`src/rtl/dmem_stage.sv`:
```
// dmem_stage: MEM-stage multi-cycle word data memory that stalls the pipeline.
// Defining DMEM_MISALIGN_CHECK_EN rejects requests with Addr_i[1:0] != 0.
module dmem_stage #(
  parameter int DEPTH   = 32,
  parameter int LATENCY = 3
) (
  input  logic        clk_i,
  input  logic        rst_i,
  input  logic        MemRead_i,
  input  logic        MemWrite_i,
  input  logic [31:0] Addr_i,
  input  logic [31:0] WriteData_i,
  output logic [31:0] ReadData_o,
  output logic        stall_o,
  output logic        misalign_o
);

  localparam int AW = $clog2(DEPTH);
  localparam int CW = $clog2(LATENCY) + 1;

  typedef enum logic [1:0] {
    IDLE,
    BUSY,
    DONE
  } state_t;

  state_t        state_q, state_d;
  logic [CW-1:0] cnt_q, cnt_d;
  logic          st_q, st_d;
  logic [AW-1:0] idx_q, idx_d;
  logic [31:0]   wdata_q, wdata_d;
  logic [31:0]   rdata_q, rdata_d;
  logic [31:0]   mem [DEPTH];

  logic req;
  logic mis;
  logic start;
  logic commit;

  logic unused_addr;
  assign unused_addr = ^{Addr_i[31:AW+2], Addr_i[1:0]};

  always_comb begin
    req = MemRead_i | MemWrite_i;
`ifdef DMEM_MISALIGN_CHECK_EN
    mis = req & (Addr_i[1:0] != 2'b00);
`else
    mis = 1'b0;
`endif
    start   = ~rst_i & (state_q == IDLE) & req & ~mis;
    state_d = state_q;
    cnt_d   = cnt_q;
    st_d    = st_q;
    idx_d   = idx_q;
    wdata_d = wdata_q;
    commit  = 1'b0;
    unique case (state_q)
      IDLE: begin
        if (start) begin
          st_d    = MemWrite_i;
          idx_d   = Addr_i[AW+1:2];
          wdata_d = WriteData_i;
          if (LATENCY == 1) begin
            state_d = DONE;
            commit  = 1'b1;
          end else begin
            state_d = BUSY;
            cnt_d   = CW'(LATENCY - 2);
          end
        end
      end
      BUSY: begin
        if (cnt_q == '0) begin
          state_d = DONE;
          commit  = 1'b1;
        end else begin
          cnt_d = cnt_q - CW'(1);
        end
      end
      DONE:    state_d = IDLE;
      default: state_d = IDLE;
    endcase
    // *_d already hold the access being committed, including LATENCY==1
    rdata_d = rdata_q;
    if (commit && !st_d) rdata_d = mem[idx_d];
    if (rst_i) begin
      state_d = IDLE;
      cnt_d   = '0;
      rdata_d = '0;
      commit  = 1'b0;
    end
  end

  always_ff @(posedge clk_i) begin
    state_q <= state_d;
    cnt_q   <= cnt_d;
    st_q    <= st_d;
    idx_q   <= idx_d;
    wdata_q <= wdata_d;
    rdata_q <= rdata_d;
  end

  always_ff @(posedge clk_i) begin
    if (commit && st_d) mem[idx_d] <= wdata_d;
  end

  assign ReadData_o = rdata_q;
  assign stall_o    = ~rst_i & ((state_q == BUSY) | start);
`ifdef DMEM_MISALIGN_CHECK_EN
  assign misalign_o = ~rst_i & (state_q == IDLE) & mis;
`else
  assign misalign_o = 1'b0;
`endif

endmodule

```
`config.mk`:
```
export PLATFORM = sky130hd
export DESIGN_NAME = dmem_stage
export DESIGN_NICKNAME = d
export VERILOG_FILES = /design/src/rtl/dmem_stage.sv
export SDC_FILE = /design/constraint.sdc
export NUM_CORES = 1
export LEC_CHECK = 0
export CAP_MARGIN = 20
export CORE_MARGIN = 2
export CORE_UTILIZATION = 36
export DETAILED_ROUTE_END_ITERATION = 8
export DONT_BUFFER_PORTS = 1
export GPL_TIMING_DRIVEN = 0
export PLACE_DENSITY_LB_ADDON = 0.08
export RECOVER_POWER = 100
export SLEW_MARGIN = 10
export SYNTH_ARGS = -nofsm -noshare
export SYNTH_HDL_FRONTEND = slang
export SYNTH_SLANG_ARGS = --single-unit
export TNS_END_PERCENT = 100
```
`constraint.sdc`:
```
create_clock -name clk_i -period 4 [get_ports clk_i]
set_clock_uncertainty 0.2 [all_clocks]
set_input_delay 0.4 -clock clk_i [delete_from_list [all_inputs] [get_ports clk_i]]
set_output_delay 0.4 -clock clk_i [all_outputs]
set_load 0.02 [all_outputs]
```
# Word level (Yosys, flattened, before mapping)
# Memories as Yosys holds them, arrays and structs flattened. A register that Yosys moved wholly into a read port is not among the register bits.
# Cells that the tools add are included.
dict set report classes {
  reduce_logical 8
  bitwise_logic 6
  n_addsub 1
  eq_ne 4
  n_mux 17
}
# op count
set ops {}
lappend ops {{$mux W32} 2}
lappend ops {{$mux W5} 2}
lappend ops {{$mux W1} 7}
lappend ops {{$mux W3} 2}
lappend ops {{$ne A2 B2 Y1 const B} 3}
lappend ops {{$pmux W3 S2} 1}
lappend ops {{$mux W2} 2}
lappend ops {{$pmux W2 S2} 1}
lappend ops {{$and A1 B1 Y1} 3}
lappend ops {{$logic_not A3 Y1} 1}
lappend ops {{$reduce_and A3 Y1} 1}
lappend ops {{$sub A3 B1 Y3 const B} 1}
lappend ops {{$eq A2 B1 Y1 const B} 1}
lappend ops {{$logic_and A1 B1 Y1} 2}
lappend ops {{$logic_not A2 Y1} 1}
lappend ops {{$or A1 B1 Y1} 2}
lappend ops {{$reduce_and A2 Y1} 1}
lappend ops {{$reduce_bool A2 Y1} 1}
lappend ops {{$logic_not A1 Y1} 1}
lappend ops {{$not A1 Y1} 1}
dict set report word_totals {
  ramBits 1024
  ff_bits 43
  output_inout_bits 34
  mem_count 1
  input_bits 68
  word_cells 42
}
# memory depth width rd rd_ports_with_merged_regs write_ports line
set mem_list {}
lappend mem_list {mem 32 32 1 1 1 33} ;# logic [31:0] mem [DEPTH];

# Longest topological paths before layout
dict set report logic_depth {
  word_depth 8
  mapped_depth 11
  depth_no_buf 9
}

# Worst setup path before layout
# No wires, ideal clock.
dict set report synth_path {
  path_type {input to register}
  startpoint {input MemRead_i}
  endpoint {memory mem[22][0] (enable)}
  setup_slack_ns 0.021
  arrival_time_ns 3.358
  n_path_buf 2
  path_stages 9
  path_cell_list {or2_4 and3_1 buf_6 nor2_8 inv_2 buf_2 nor4_1 nand2_1 nor2_1}
}
dict set report synth_between {
  elab_chain_cells 7
  word_cells_on_any_way 9
  cone_classes {6 x mux; 2 x bitwise; 1 x reduce/logical}
}
# element line
set synth_rtl {}
lappend synth_rtl {{from (decl)} 9} ;# input logic MemRead_i,
lappend synth_rtl {{$or A1 B1 Y1 *} 44} ;# req = MemRead_i | MemWrite_i;
lappend synth_rtl {{$and A1 B1 Y1 *} 50} ;# start = ~rst_i & (state_q == IDLE) & req & ~mis;
lappend synth_rtl {{$mux W1} 59} ;# if (start) begin
lappend synth_rtl {{$mux W1} 57} ;# unique case (state_q)
lappend synth_rtl {{$logic_and A1 B1 Y1} 104} ;# if (commit && st_d) mem[idx_d] <= wdata_d;
lappend synth_rtl {{$mux W1} 104}
lappend synth_rtl {{$mux W1 (not written as such)} 104}
lappend synth_rtl {{to (decl)} 33}
# Every way passes the cells marked *; elsewhere a longest branch is shown, timed or not.

# Final worst setup path
dict set report layout_path {
  startpoint {register state_q[0]}
  endpoint {register rdata_q[30] (netlist: ReadData_o[30]) (read register of mem)}
}
dict set report layout_between {
  elab_chain_cells 7
  word_cells_on_any_way 11
  cone_classes {1 x eq/ne; 5 x mux; 2 x bitwise; 3 x reduce/logical}
}
# element line
set layout_rtl {}
lappend layout_rtl {{from (decl)} 27} ;# state_t state_q, state_d;
lappend layout_rtl {{from (signal assigned)} 95} ;# state_q <= state_d;
lappend layout_rtl {{$logic_not A2 Y1} {50, 57}}
lappend layout_rtl {{$and A1 B1 Y1 (2 in a row)} 50}
lappend layout_rtl {{$mux W1} 59}
lappend layout_rtl {{$mux W1} 57}
lappend layout_rtl {{$logic_not A1 Y1} 85} ;# if (commit && !st_d) rdata_d = mem[idx_d];
lappend layout_rtl {{$logic_and A1 B1 Y1} 85}
lappend layout_rtl {{to (decl)} 32} ;# logic [31:0] rdata_q, rdata_d;
# Parallel ways exist; a longest one is shown, timed or not.
# A chain may end at the register's enable or synchronous reset.

==> flow_summary.yaml <==
placement:
  placed_cells: 6246
  hpwlAfterDp_mm: 150
  io_buffers: 0
  place.gp.congestion: 0.922
  place_ws_ps: -655
synth:
  synth_nets: 4367
  synth-seq-cells: 1099
  avgSynthCellArea_um2: 11.7
  yosysMostFrequentCell: "edfxtp_1"
  yosys-top-cells-count: "1024 x edfxtp_1, 523 x nand2_1, 452 x nand2b_1, 332 x nand3_1, 274 x clkbuf_1"
  yosysUniqueCellTypes: 64
  yosysWarnings: 0
  synth_top_area_share_pct: 60.9
  synth_top_cell_by_area: "edfxtp_1"
  synth_edf_count: 1024
  seq_area_frac_synth_pct: 63.9
  synthTopCellsByArea: "edfxtp_1 61%, nand2b_1 5.6%, nand2_1 3.9%"
  async_flop_share_pct: 0
  synth_top_flop_cell: "edfxtp_1"
  syn_inst: 4297
  netlist_area_um2: 50500
setup_path:
  startpoint_type: "flip-flop"
  crit_arrival_ps: 4620
  cpMostUsedCell: "buf_2"
  slowest_delay_ps: 650
  worst-path-max-fanout: 10
  cp_cell_sequence: "or3_1 > buf_2 > buf_2 > buf_2 > clkbuf_1 > a211oi_1 > o22ai_1 > a21oi_1 > a31oi_1 > a41oi_1"
  slowest_stage: "clkbuf_1"
  cp_data_required_time_ps: 4430
  critPathKind: "reg -> reg"
  cp-end-kind: "flip-flop"
  path_buf_inv: 4
  crit_family: "buffers and inverters"
die:
  initial_utilization_pct: 36.2
  die_x_um: 378
  rows: 137
  die-area_um2: 143000
  num_io_pins: 102
  coreArea_um2: 139000
  die_h_um: 378
detailed_routing:
  viasPerCell: 5.99
  drt_pass1_iterations: 6
  antenna_left: 0
  drtIter0Drc: 4945
  drc: 0
  vias: 39400
  totalWireLength_mm: 213
  routedWlPerCell_um: 32.3
clock_network:
  htree_levels: 4
  cts_root_buf: "clkbuf_16"
  path_clk_slew_ps: 60
  cts_buffer_depth: 3
  cts_made_buffers: 132
  cts_tree: "built"
  clk_latency_ps: 780
  numClockSinks: 1099
global_route:
  globalRouteTotalUtil_pct: 29.2
  grt_pass1_wl_mm: 293
  antenna_found_initial: 10
  grt_pass1_vias: 37400
  grt_max_degree: 34
  overflow: 0
pwr:
  comb_power_share_pct: 18.8
  sw_frac_of_total_pct: 30.2
  peakVddDrop_mv: 0.389
  seqPwrFrac_pct: 43.0
  p_leak_nw: 19.5
  p_clk_share_pct: 38.2
  p_sw_mw: 9.30
  powerDensity_nw_per_um2: 512
  p_int_mw: 21.5
final_layout:
  area_growth_pct: 19.2
  seq_area_um2: 32300
  layout-drive-gt1-share_pct: 12.3
  instances_no_fill: 6574
  fillers: 12900
  multiInputGateArea_um2: 16900
  nets: 4659
run_status:
  status: "complete, but fails checks"
  violations: "negative setup slack"
timing:
  period_needed_ps: 4180
  tightest_slew_ps: 1200
  fin_hold_ws_ps: 18.9
  setup_viol: 11
  slew_violations: 0
  hold_viol: 0
  relSlewSlack_pct: 19.7
  post-route-period-util_pct: 105
  timing.fmax_mhz: 239
  layout_setup_ws_ps: -184
  rsz0062_at_grt: "true"
min_path:
  hold_path_class: "in -> reg"
job:
  maxCapViolCount: 0
[through the flow]
step	area [µm²]	util (%)	total power, mW	setup TNS [ps]
2_1_floorplan	50500	-	16.3	0
4_1_cts	60000	43.0	30.8	-20370
3_3_place_gp	52800	37.9	18.8	-3290090
3_5_place_dp	54700	39.3	19.1	-357810
6_report	60100	43.2	30.8	-759
5_1_grt	60100	43.2	31.6	-1000
[logic make-up after synthesis]
logic type | synth area share, %
AND/OR/NAND/NOR | 14.2
AO/OA/AOI/OAI | 17.5
flip-flops | 63.9
buffers and inverters | 3.59
multiplexers | 0.813
adder cells (fa/ha/maj) | 0.0496
other | 0.00743
[power groups by stage]
| stage | logic, mW | registers (mW) | clock network [mW] |
|---|---|---|---|
| final | 5.80 | 13.2 | 11.7 |
| after detailed placement | 5.61 | 13.5 | 0 |
| after CTS | 5.68 | 13.2 | 11.9 |
| after global placement | 5.25 | 13.5 | 0 |
| after global routing | 6.06 | 13.2 | 12.3 |
| after floorplan | 2.83 | 13.4 | 0 |
[state kept, by name (all words and copies together), names as in the netlist]
register / cells
ReadData_o: 32
st_q: 1
mem: 1024
cnt_q: 3
idx_q: 5
state_q: 2
wdata_q: 32
[cell type report]
class                           count  area share [%]
Inverter                            9          0.0562
Tap cell                         1876            3.90
Sequential cell                  1099            53.6
Timing Repair Buffer              158            4.36
Clock inverter                     61           0.905
Buffer                            421            3.01
Clock buffer                      176            6.01
Multi-Input combinational cell   2768            28.1
Antenna cell                        6          0.0250
[placed cells by master, fill, tap and decap left out, drive strengths merged, types with 7 or more instances in the layout]
cell type and instances:
nor2 52, nand2b 452, dfxtp 75, mux4 15
o21ai 236, clkbuf 452, nand3 332, nor3 11
o21bai 29, a31oi 75, a311oi 73, a221oi 17
edfxtp 1024, a22oi 156, a41oi 18, a32oi 12
nand2 524, clkinv 48, a21oi 212, a2111oi 16
a311o 17, buf 271, a211oi 251, nor4 20
bufinv 7, and3 25, inv 14, dlygate4sd3 32
o211ai 71, o22ai 114
[worst paths after layout]
check | start | end | slack, ps | depth (start not counted)
setup / recovery | state_q[0] | ReadData_o[30] | -180 | 10
hold / removal | WriteData_i[3] | wdata_q[3] | 20 | 2
setup reg to reg | state_q[0] | ReadData_o[30] | -180 | 10
hold reg to reg | wdata_q[29] | wdata_q[29] | 290 | 2
[repair_timing]
item / 4_1_cts / 5_1_grt
hold endpoints to repair: 307 / 15
gates resized for setup: 26 / 41
endpoints found under the setup margin: 1048 / 1260
buffers inserted: 48 / 3
pin swaps: 26 / 3
hold buffers: 31 / 1
[worst reg2reg max path, delay by kind of cell (launching register included)]
| family | cells | cell delay, ps |
|---|---|---|
| AO/OA/AOI/OAI | 5 | 1390 |
| buffers and inverters | 4 | 1780 |
| flip-flops | 1 | 480 |
| AND/OR/NAND/NOR | 1 | 180 |
[per-layer routing]
metal	track usage, %	vias to the layer above	part of all wire [%]
met4	14.6	6	5.6
met3	6.08	411	8.6
li1	-	17100	-
met2	43.6	1934	44
met5	0	-	0.019
met1	40.3	20000	42
Power figures use the tool's default switching activity.
